[src/rtl/hazard_scoreboard_unit.sv]
// hazard_scoreboard_unit
//   Per-register scoreboard of countdown timers for an in-order pipeline.
//   A writing instruction that issues from ID loads the timer of its
//   destination register; ID is frozen while any source operand it
//   actually reads still has a nonzero timer.
//
// Parameters
//   REG_W      register-address width (2**REG_W scoreboard entries)
//   NUM_SRC    source operands checked per instruction
//   WB_DELAY   cycles a result is unreadable when forwarding is off
//   LOAD_DELAY cycles a load result is unforwardable (load-use)
//
// Ports
//   clk           pipeline clock
//   rst           asynchronous reset, active-low
//   forwardingEn  1 = forwarding datapath active (sampled at issue only)
//   id_valid      ID holds a real instruction
//   src           packed source addresses, operand i at [i*REG_W +: REG_W]
//   src_use       bit i = operand i is read
//   id_wbEn       ID instruction writes a register
//   id_memReadEn  ID instruction is a load
//   id_wbDst      destination register of the ID instruction
//   pipe_hold     whole pipeline stalled; nothing advances
//   freeze        stall ID/IF, inject bubble into EXE
//   busy_mask     bit r = scoreboard entry r nonzero
//   stall_cycles  (only with HAZARD_STATS_EN) saturating count of cycles
//                 with freeze=1 and pipe_hold=0
//
// Optional feature macro: HAZARD_STATS_EN

module hazard_scoreboard_unit #(
    parameter int REG_W      = 4,
    parameter int NUM_SRC    = 3,
    parameter int WB_DELAY   = 2,
    parameter int LOAD_DELAY = 1
) (
    input  logic                     clk,
    input  logic                     rst,
    input  logic                     forwardingEn,
    input  logic                     id_valid,
    input  logic [NUM_SRC*REG_W-1:0] src,
    input  logic [NUM_SRC-1:0]       src_use,
    input  logic                     id_wbEn,
    input  logic                     id_memReadEn,
    input  logic [REG_W-1:0]         id_wbDst,
    input  logic                     pipe_hold,
    output logic                     freeze,
`ifdef HAZARD_STATS_EN
    output logic [31:0]              stall_cycles,
`endif
    output logic [(2**REG_W)-1:0]    busy_mask
);

    localparam int NUM_REG   = 2**REG_W;
    localparam int MAX_DELAY = (WB_DELAY > LOAD_DELAY) ? WB_DELAY : LOAD_DELAY;
    // Keep at least one bit even if both delays are zero.
    localparam int CNT_W     = (MAX_DELAY < 1) ? 1 : $clog2(MAX_DELAY + 1);

    localparam logic [CNT_W-1:0] WB_CNT   = CNT_W'(WB_DELAY);
    localparam logic [CNT_W-1:0] LOAD_CNT = CNT_W'(LOAD_DELAY);

    logic [CNT_W-1:0] cnt [NUM_REG];
    logic             src_pending;
    logic             issue;
    logic [CNT_W-1:0] issue_cnt;

    // Hazard check uses only registered state, so a same-instruction
    // src==dst never sees its own write.
    always_comb begin
        src_pending = 1'b0;
        for (int i = 0; i < NUM_SRC; i++) begin
            if (src_use[i] && (cnt[src[i*REG_W +: REG_W]] != '0)) begin
                src_pending = 1'b1;
            end
        end
    end

    assign freeze = id_valid && src_pending;
    assign issue  = id_valid && !freeze && !pipe_hold;

    // Forwarded non-load results are available immediately; loads still
    // need LOAD_DELAY cycles. Without forwarding everything waits for WB.
    always_comb begin
        issue_cnt = WB_CNT;
        if (forwardingEn) begin
            issue_cnt = id_memReadEn ? LOAD_CNT : '0;
        end
    end

    // A new issue overwrites rather than maxes: the younger writer is the
    // one a later reader must wait for.
    always_ff @(posedge clk or negedge rst) begin
        if (!rst) begin
            for (int r = 0; r < NUM_REG; r++) begin
                cnt[r] <= '0;
            end
        end else begin
            for (int r = 0; r < NUM_REG; r++) begin
                if (issue && id_wbEn && (id_wbDst == REG_W'(r))) begin
                    cnt[r] <= issue_cnt;
                end else if (pipe_hold) begin
                    cnt[r] <= cnt[r];
                end else if (cnt[r] != '0) begin
                    cnt[r] <= cnt[r] - 1'b1;
                end
            end
        end
    end

    always_comb begin
        busy_mask = '0;
        for (int r = 0; r < NUM_REG; r++) begin
            busy_mask[r] = (cnt[r] != '0);
        end
    end

`ifdef HAZARD_STATS_EN
    always_ff @(posedge clk or negedge rst) begin
        if (!rst) begin
            stall_cycles <= '0;
        end else if (freeze && !pipe_hold && (stall_cycles != 32'hFFFF_FFFF)) begin
            stall_cycles <= stall_cycles + 32'd1;
        end
    end
`endif

endmodule
[config.mk]
export PLATFORM = sky130hd
export DESIGN_NAME = hazard_scoreboard_unit
export DESIGN_NICKNAME = d
export VERILOG_FILES = /design/src/rtl/hazard_scoreboard_unit.sv
export SDC_FILE = /design/constraint.sdc
export NUM_CORES = 1
export LEC_CHECK = 0
export ABC_AREA = 1
export CORE_MARGIN = 4
export CORE_UTILIZATION = 35
export DETAILED_ROUTE_END_ITERATION = 6
export GPL_TIMING_DRIVEN = 0
export PLACE_DENSITY_LB_ADDON = 0.2
export SETUP_SLACK_MARGIN = 0.3
export SYNTH_ARGS = -nofsm -noshare
export SYNTH_HDL_FRONTEND = slang
export SYNTH_SLANG_ARGS = --single-unit
export TNS_END_PERCENT = 50
[constraint.sdc]
create_clock -name clk -period 3.3 [get_ports clk]
set_input_delay 0.66 -clock clk [delete_from_list [all_inputs] [get_ports clk]]
set_output_delay 0.66 -clock clk [all_outputs]
set_load 0.05 [all_outputs]
==> results.sh <==
export IMPL_synth_area_mux_share=0
export IMPL_drv_slew=0
export IMPL_netlist_area_um2=3280
export IMPL_synthAdderAreaFrac=0.0611
export IMPL_gp_congestion=0.904
export IMPL_setup_viol=0
export IMPL_io_pins=43
export IMPL_finalHoldViolations=0
export IMPL_synthCells=559
export IMPL_grt_max_degree=33
export IMPL_ctsHoldBuffers=0
export IMPL_drc=0
export IMPL_ys_ff_latch=32
export IMPL_rows=35
export IMPL_fin_crit_sh=0.851
export IMPL_power_density_nw_per_um2=925
export IMPL_whs_ns=0.434
export IMPL_status="completed"
export IMPL_cts_root_buffer="clkbuf_8"
export IMPL_numPortBuffers=40
export IMPL_arrival_ns=2.15
export IMPL_setup_ws_ns=0.490
export IMPL_h_tree_depth=2
export IMPL_num_vias=3532
export IMPL_synth_compound_area_share=0.0642
export IMPL_dr_pass1_iters=5
export IMPL_wl_met2_mm=4.55
export IMPL_required_ns=2.64
export IMPL_ctsLongestPathBuffers=2
export IMPL_core_area_um2=9200
export IMPL_cts_tree="done"
export IMPL_skew_ns=0.0120
export IMPL_fin_nets=648
export IMPL_dp_cells=710
export IMPL_wl_per_cell_um=13.2
export IMPL_ys_warn_count=0
export IMPL_drt_iter0_drc=178
export IMPL_met3WireLength_um=356
export IMPL_synth_edf_count=0
export IMPL_synth_top_family_by_area="simple AND/OR/NAND/NOR gates"
export IMPL_peakVddDrop_mv=0.440
export IMPL_fmax_mhz=356
export IMPL_initial_core_util=0.356
export IMPL_slew_limit_headroom=0.475
export IMPL_crit_type="input port to output pin"
export IMPL_first_global_vias=3577
export IMPL_dp_worst_setup_slack_ns=-0.344
export IMPL_synth_seq_area_share=0.244
export IMPL_rsz0062_at_grt="no"
export IMPL_finalNonFillerCells=718
export IMPL_critPathMaxFanout=5
export IMPL_largest_reg_flops=32
export IMPL_tightestPinTransition_ns=0.787
export IMPL_wl_mm=9.45
export IMPL_cellLeakagePower_uw=0.00218
export IMPL_dp_hpwl_mm=7.53
export IMPL_drive_gt1_frac=0.0890
export IMPL_worst_setup_path_end_kind="output pin"
export IMPL_synth_most_common_cell="nand2_1"
export IMPL_grtUsageTotal=0.181
export IMPL_rrSetupSlack_ns=1.01
export IMPL_synthToLayoutAreaGrowth_pct=20.3
export IMPL_synth_common_cells="277 x nand2_1, 82 x inv_1, 32 x dfrtp_1, 32 x nand4_1, 29 x nor2_1"
export IMPL_regMostFlops="cnt"
export IMPL_antenna_found_initial=0
export IMPL_yosysTopAreaCell="nand2_1"
export IMPL_hp_class="input port to async pin"
export IMPL_syn_num_nets=601
export IMPL_grt_remaining_overflow=0
export IMPL_wl_met1_mm=4.39
export IMPL_synthTopCellsByArea="nand2_1 32%, dfrtp_1 24%, inv_1 9.4%"
export IMPL_antennaDiodeCount=0
export IMPL_ant_nets=0
export IMPL_top_regs="cnt: 32 flops"
export IMPL_cts_sinks=32
export IMPL_cp_start_kind="input port"
export IMPL_fp_dieH_um=105
export IMPL_synth_xor_area_share=0
export IMPL_routed_top_layer="met4"
export IMPL_fin_util=0.429
export IMPL_synthSimpleGateAreaFrac=0.500
export IMPL_max_cap_violations=0
export IMPL_grt_pass1_wl_mm=16.2
export IMPL_dieArea_um2=11000
export IMPL_clk_pin_slew_ns=0.08
export IMPL_numCtsBuffers=5
export IMPL_synth_top_area_frac=0.317
export IMPL_vias_per_cell=4.92
export IMPL_die_x_um=105
export IMPL_yosysUniqueCellTypes=21
export IMPL_postSynthAreaPerCell_um2=5.86
export IMPL_synth_ff_type="dfrtp_1"
export IMPL_fin_crit_ns=2.81
export IMPL_clkLatencyLatePin_ns=0.30
export IMPL_async_flop_share=1.00
-- worst max-delay path, cell delays in order --
cell,delay (ns)
clkdlybuf4s50_1,0.55
inv_1,0.11
nand2_1,0.08
nand2_1,0.04
a21oi_1,0.13
nor2_1,0.07
nor2_2,0.17
o21ai_1,0.09
inv_1,0.06
buf_4,0.19
-- power by group --
| group | leakage, µW | switching (µW) | internal (µW) | total, µW |
|---|---|---|---|---|
| Clock | 0.0000645 | 166 | 267 | 433 |
| Combinational | 0.00173 | 1610 | 868 | 2480 |
| Sequential | 0.000389 | 142 | 595 | 736 |
-- placed cells by master, fill, tap and decap left out, drive strengths merged --
| cell type | Yosys | layout |
|---|---|---|
| a21oi | 17 | 17 |
| and3 | 1 | 1 |
| buf | 14 | 16 |
| bufinv | 0 | 1 |
| clkbuf | 4 | 11 |
| clkdlybuf4s50 | 0 | 36 |
| dfrtp | 32 | 32 |
| dlygate4sd2 | 0 | 1 |
| dlymetal6s2s | 0 | 1 |
| ha | 16 | 16 |
| inv | 84 | 84 |
| nand2 | 277 | 277 |
| nand3 | 37 | 37 |
| nand4 | 32 | 32 |
| nor2 | 31 | 31 |
| o21ai | 13 | 13 |
| o31ai | 1 | 1 |
-- metrics by stage --
step,instance area [µm²],setup TNS [ns],power (µW)
after floorplan,3280,0,2550
after global placement,3810,-0.334,3170
after detailed placement,3810,-0.344,3220
after CTS,3940,0,3680
after global routing,3940,0,4040
final,3940,0,3650
-- cells by family (layout without fill, tap and decap cells) --
family                     Yosys count  count (layout)
and+or+nand+nor                    378             378
adders and majority gates           16              16
DFF                                 32              32
AOI/OAI and AO/OA                   31              31
buffers and inverters              102             150
-- metal layers --
| layer | vias to the layer above | track usage |
|---|---|---|
| li1 | 1835 | - |
| met1 | 1624 | 0.231 |
| met2 | 64 | 0.316 |
| met3 | 9 | 0.0216 |
| met4 | 0 | 0.0562 |
| met5 | - | 0 |
-- final cells by class --
cell class | instances | area (µm²)
buffer | 18 | 118
fill | 1001 | 5260
clock buffer | 7 | 96.3
multi-input combinational | 425 | 2050
clock inverter | 1 | 30.0
inverter | 84 | 315
tap | 111 | 139
timing repair buffer | 40 | 394
sequential | 32 | 801
-- what timing repair did --
item,4_1_cts,5_1_grt
setup endpoints to repair,1,1
buffers inserted,0,0
gates resized for setup,9,3
-- final timing paths --
kind                          from  endpoint  cells after the start
setup / recovery            src[1]    freeze                     10
hold / removal                 rst   cnt[28]                      1
setup reg to reg           cnt[12]   cnt[10]                     15
hold reg to reg             cnt[2]    cnt[2]                      2
max in group asynchronous      rst   cnt[31]                      1
min in group clk            cnt[2]    cnt[2]                      2
No activity file was read; power rests on OpenSTA's default activity.
==> edit 1: new RTL, same settings <==
Register the output `busy_mask`, with the module's reset; this adds one clock of latency there. The other outputs are not delayed to match.
--- a/src/rtl/hazard_scoreboard_unit.sv
+++ b/src/rtl/hazard_scoreboard_unit.sv
@@ -59,6 +59,8 @@
     localparam logic [CNT_W-1:0] WB_CNT   = CNT_W'(WB_DELAY);
     localparam logic [CNT_W-1:0] LOAD_CNT = CNT_W'(LOAD_DELAY);
 
+    logic [(2**REG_W)-1:0] busy_mask_d;
+
     logic [CNT_W-1:0] cnt [NUM_REG];
     logic             src_pending;
     logic             issue;
@@ -108,9 +110,9 @@
     end
 
     always_comb begin
-        busy_mask = '0;
+        busy_mask_d = '0;
         for (int r = 0; r < NUM_REG; r++) begin
-            busy_mask[r] = (cnt[r] != '0);
+            busy_mask_d[r] = (cnt[r] != '0);
         end
     end
 
@@ -124,4 +126,12 @@
     end
 `endif
 
+    always_ff @(posedge clk or negedge rst) begin
+        if (!rst) begin
+            busy_mask <= '0;
+        end else begin
+            busy_mask <= busy_mask_d;
+        end
+    end
+
 endmodule
Behaviour: not the same (a bounded check fails within 4 cycles, from zero or initial values and one cycle with rst low).
==> edit 1 against the unedited design <==
- critical path depth down 1
- area after synthesis up 12%
- largest cell class unchanged
- die area up 11%
- total power up 4.1%
- worst setup slack better by 0.036 ns
- synthesized cell count up 2.9%
- sequential share of layout area up 7.2 points
- critical path type unchanged
- clock skew down 0.0043 ns
- final area up 11%
- routed wire length up 3.5%
- hold slack worse by 0.12 ns
- sequential cell count up 16
- combinational power down 5%
- clock power down 9.7%
==> edit 1: results (changes against the unedited design) <==
Status
  – Outcome: completed (unchanged)

Setup path
  – Worst r2r src: cnt[21]$_DFFE_PN0P_ (was cnt[12]$_DFFE_PN0P_)
  – CP max stage delay: 0.31 ns (was 0.55 ns)
  – Worst path slowest cell: dlygate4sd2_1 (was clkdlybuf4s50_1)
  – CP arrival: 2.11 ns (was 2.15 ns)
  – Crit path from: src[0] (was src[1])

Timing
  – Clk_skew: 0.00765 ns (was 0.0120 ns)
  – Slew HR: 43.9% (was 47.5%)
  – Hold Slack: 0.315 ns (was 0.434 ns)

Logic synthesis
  – Register area share after synthesis: 32.7% (was 24.4%)
  – Synthesized instance count: 575 (was 559)
  – Synth Net Count: 617 (was 601)
  – Top post-synthesis cells by count: nand2_1 (277), inv_1 (82), dfrtp_1 (48), nand4_1 (32), nor2_1 (29) (was nand2_1 (277), inv_1 (82), dfrtp_1 (32), nand4_1 (32), nor2_1 (29))
  – Area contributors post-synth: dfrtp_1 (33%), nand2_1 (28%), inv_1 (8.4%), ha_1 (5.4%), nand4_1 (5.4%) (was nand2_1 (32%), dfrtp_1 (24%), inv_1 (9.4%), ha_1 (6.1%), nand4_1 (6.1%))

Place
  – Area after DPL: 4260 um2 (was 3810 um2)
  – GPL Wtd Cong: 0.891 (was 0.904)
  – Placement Setup Slack: -0.370 ns (was -0.344 ns)

Layout
  – Largest regs: cnt (32), busy_mask (16) (was cnt (32))
  – Fin nets: 665 (was 648)
  – Ratio of cells with drive above 1 in the final layout: 8.97% (was 8.90%)

Power and ir drop
  – Internal power: 1890 uW (was 1730 uW)
  – Leak Pwr: 0.00235 uW (was 0.00218 uW)
  – Clock net power: 391 uW (was 433 uW)

Detailed routing
  – DRT iter0 DRCs: 206 (was 178)
  – Via count: 3609 (was 3532)
  – Vias per cell: 4.75 (was 4.92)

Clock network
  – Post_cts resized: 8 (was 9)

GRT
  – GRT Total Usage: 16.4% (was 18.1%)
  – Largest net degree at the start of global routing: 27 (was 33)
## edit 1: changes by cell type after synthesis
cell | unedited run | this run
dfrtp_1 | 32 | 48
clkbuf_1 | 4 | 5
buf_1 | 4 | 3
## edit 1: final cells by class
cell class,instances,area share [%]
Clock buffer,6,1.89
Timing Repair Buffer,41,9.48
Clock inverter,2,0.315
Multi-Input combinational cell,425,47.0
Sequential cell,48,27.5
Tap cell,136,3.89
Buffer,18,2.69
Inverter,84,7.21
## edit 1: logic make-up (layout without fill, tap and decap cells)
group	Yosys count	in the layout	share of synthesized area, %
adder cells (fa/ha/maj)	16	16	5.45
buffers and inverters	102	151	11.6
AO/OA/AOI/OAI	31	31	5.72
flip-flops	48	48	32.7
AND/OR/NAND/NOR	378	378	44.6
## edit 1: routing by layer
metal	up-vias	GRT usage (%)	part of all wire (%)
met4	0	5.50	2.5
met5	-	0	0
met1	1613	21.9	47
met3	17	2.68	5.4
li1	1885	-	-
met2	94	26.8	45
==> edit 2: new RTL, same settings <==
Without the edit above. Change the parameter `NUM_SRC` from 3 to 5.
--- a/src/rtl/hazard_scoreboard_unit.sv
+++ b/src/rtl/hazard_scoreboard_unit.sv
@@ -30,7 +30,7 @@
 
 module hazard_scoreboard_unit #(
     parameter int REG_W      = 4,
-    parameter int NUM_SRC    = 3,
+    parameter int NUM_SRC    = 5,
     parameter int WB_DELAY   = 2,
     parameter int LOAD_DELAY = 1
 ) (
Ports: changed (resized src and src_use); port bits go from 43 to 53. The function was not compared with the original's and may differ.
==> edit 2 against the unedited design <==
- total power grew 9.6%
- die area increased by 17%
- worst setup slack worse by 0.058 ns
- clock skew fell by 0.0031 ns
- area after synthesis up 18%
- global-route usage increased by 0.60 points
- sequential cell count stayed put
- critical path type is now reg -> out
- final cell count is 17% higher
- final area is 18% higher
- utilization about the same
- highest routed layer unchanged
- routed wire length increased by 23%
- sequential power increased by 6.3%
==> edit 2: results (changes against the unedited design) <==
Status
  – Outcome: completed (unchanged)

Clock network
  – Clk pin slew, worst setup/hold paths: 0.08 ns (about the same)
  – Inserted Clock Buffers: 5 (unchanged)
  – Root buf cell: clkbuf_8 (unchanged)
  – Bufs on Longest Clock Path: 2 (unchanged)
  – H-tree depth: 2 (unchanged)
  – Worst-Skew Late Latency: 0.29 ns

Logic synthesis
  – Synth warn: 0 (unchanged)
  – Top_reg_cell synth: dfrtp_1 (unchanged)
  – Asr flop ratio synth: 100% (unchanged)
  – Area contributors post-synth: nand2_1 (31%), dfrtp_1 (21%), inv_1 (8.6%), nand4_1 (6.1%), nand4_4 (5.5%) (was nand2_1 (32%), dfrtp_1 (24%), inv_1 (9.4%), ha_1 (6.1%), nand4_1 (6.1%))
  – Synth unique cells: 31 (was 21)
  – Register area share after synthesis: 20.7% (was 24.4%)
  – Synth Net Count: 697 (was 601)
  – Top post-synthesis cells by count: nand2_1 (317), inv_1 (89), nand4_1 (38), nand3_1 (36), dfrtp_1 (32) (was nand2_1 (277), inv_1 (82), dfrtp_1 (32), nand4_1 (32), nor2_1 (29))

Setup path
  – Crit path from: cnt[5]$_DFFE_PN0P_ (was src[1])
  – Reg2Reg Setup Slack: 0.99 ns (was 1.01 ns)
  – R2r worst-path depth: 15 (unchanged)
  – Worst R2R End: cnt[21]$_DFFE_PN0P_ (was cnt[10]$_DFFE_PN0P_)
  – Worst-path fanout max: 10 (was 5)
  – CP arrival: 2.21 ns (was 2.15 ns)

GRT
  – Vias in the first global route: 3980 (was 3577)
  – Largest net degree at the start of global routing: 33 (unchanged)
  – GRT Total Usage: 18.7% (was 18.1%)
  – Initial antenna violation count: 0 (unchanged)
  – First-pass GRT wire length: 19300 um (was 16200 um)

Timing
  – Slew HR: 47.3% (was 47.5%)
  – PnR worst setup slack: 0.432 ns (was 0.490 ns)
  – Clk_skew: 0.00884 ns (was 0.0120 ns)

Worst hold path
  – Worst Hold Class: in -> async (unchanged)

Layout
  – Final antenna diode count: 0 (unchanged)
  – Ratio of cells with drive above 1 in the final layout: 10.7% (was 8.90%)
  – Fillcell total: 1169 (was 1001)
  – Largest regs: cnt (32) (unchanged)
  – Fin nets: 754 (was 648)

Place
  – Placement Setup Slack: -0.575 ns (was -0.344 ns)
  – Port Buf Inserts: 49 (was 40)
  – Area after DPL: 4530 um2 (was 3810 um2)
  – GPL Wtd Cong: 0.937 (was 0.904)
  – HPWL Detailed: 9160 um (was 7530 um)

Detailed routing
  – First-pass DRT Iterations: 5 (unchanged)
  – Final wirelength: 11600 um (was 9450 um)
  – DRT iter0 DRCs: 345 (was 178)
  – Via count: 4145 (was 3532)

Power and ir drop
  – Maximum vdd drop: 0.000499 V (was 0.000440 V)
  – Internal power: 1770 uW (was 1730 uW)
  – Leak Pwr: 0.00255 uW (was 0.00218 uW)
-- edit 2: critical path, stage by stage, from the launching register on --
cell and delay [ns]:
dfrtp_1 0.40, nor2_2 0.34, nand2_1 0.08, o21ai_0 0.08, nand2_1 0.07, nand3_1 0.10
nand3_2 0.08, nand3_1 0.12, nand3_2 0.11, nor2_4 0.14, buf_6 0.15, nor2_1 0.05
buf_4 0.18
-- edit 2: layout make-up --
cell class	count	area share [%]
plain buffers	20	3.98
clock buffers	7	2.07
well taps	140	3.77
flip-flops and latches	32	17.2
repair buffers	50	10.5
multi-input cells	499	54.8
inverters	94	7.67
-- edit 2: worst max path at each step --
stage               endpoint  cells past startpoint
global route          freeze                     12
CTS                   freeze                     11
finish                freeze                     12
detailed placement    freeze                     13
floorplan             freeze                     12
global placement      freeze                     13
-- edit 2: cell families (layout without fill, tap and decap cells) --
| kind of cell | count (synthesis) | in the layout | synth area share, % |
|---|---|---|---|
| flops | 32 | 32 | 20.7 |
| compound gates | 40 | 40 | 6.30 |
| buf+inv | 114 | 171 | 13.8 |
| fa+ha+maj | 16 | 16 | 5.17 |
| simple gates | 443 | 443 | 54.0 |
-- edit 2: timing repair --
item                                   CTS  global route
setup buffers                            1             0
pin swaps                                1             0
endpoints found under the hold margin    0             0
setup endpoints to repair                1             1
resized for setup                       13            15
-- edit 2: metal layers --
metal  vias up  part of all wire (%)  track usage [%]
li1       2146                     -                -
met1      1884                    48             26.1
met2       106                    46             30.7
met3         9                   5.0             3.37
met4         0                  0.53             2.88
met5         -                     0                0
-- edit 2: power by group through the flow --
stage                     Sequential, uW  Combinational, uW  Clock [uW]
final                                782               2870         348
after global routing                 814               3220         372
after CTS                            777               2860         358
after detailed placement             784               2840           0
after global placement               783               2790           0
after floorplan                      746               2090           0
-- edit 2: per-stage QoR --
stage                     hold WS [ns]  setup TNS (ns)  std cells  utilization, %
after global placement           0.470          -0.560        834            41.8
after detailed placement         0.468          -0.575        834            41.8
after floorplan                  0.364               0        645               -
after global routing             0.515               0        842            42.9
after CTS                        0.480               0        842            42.8
final                            0.451               0        842            42.9
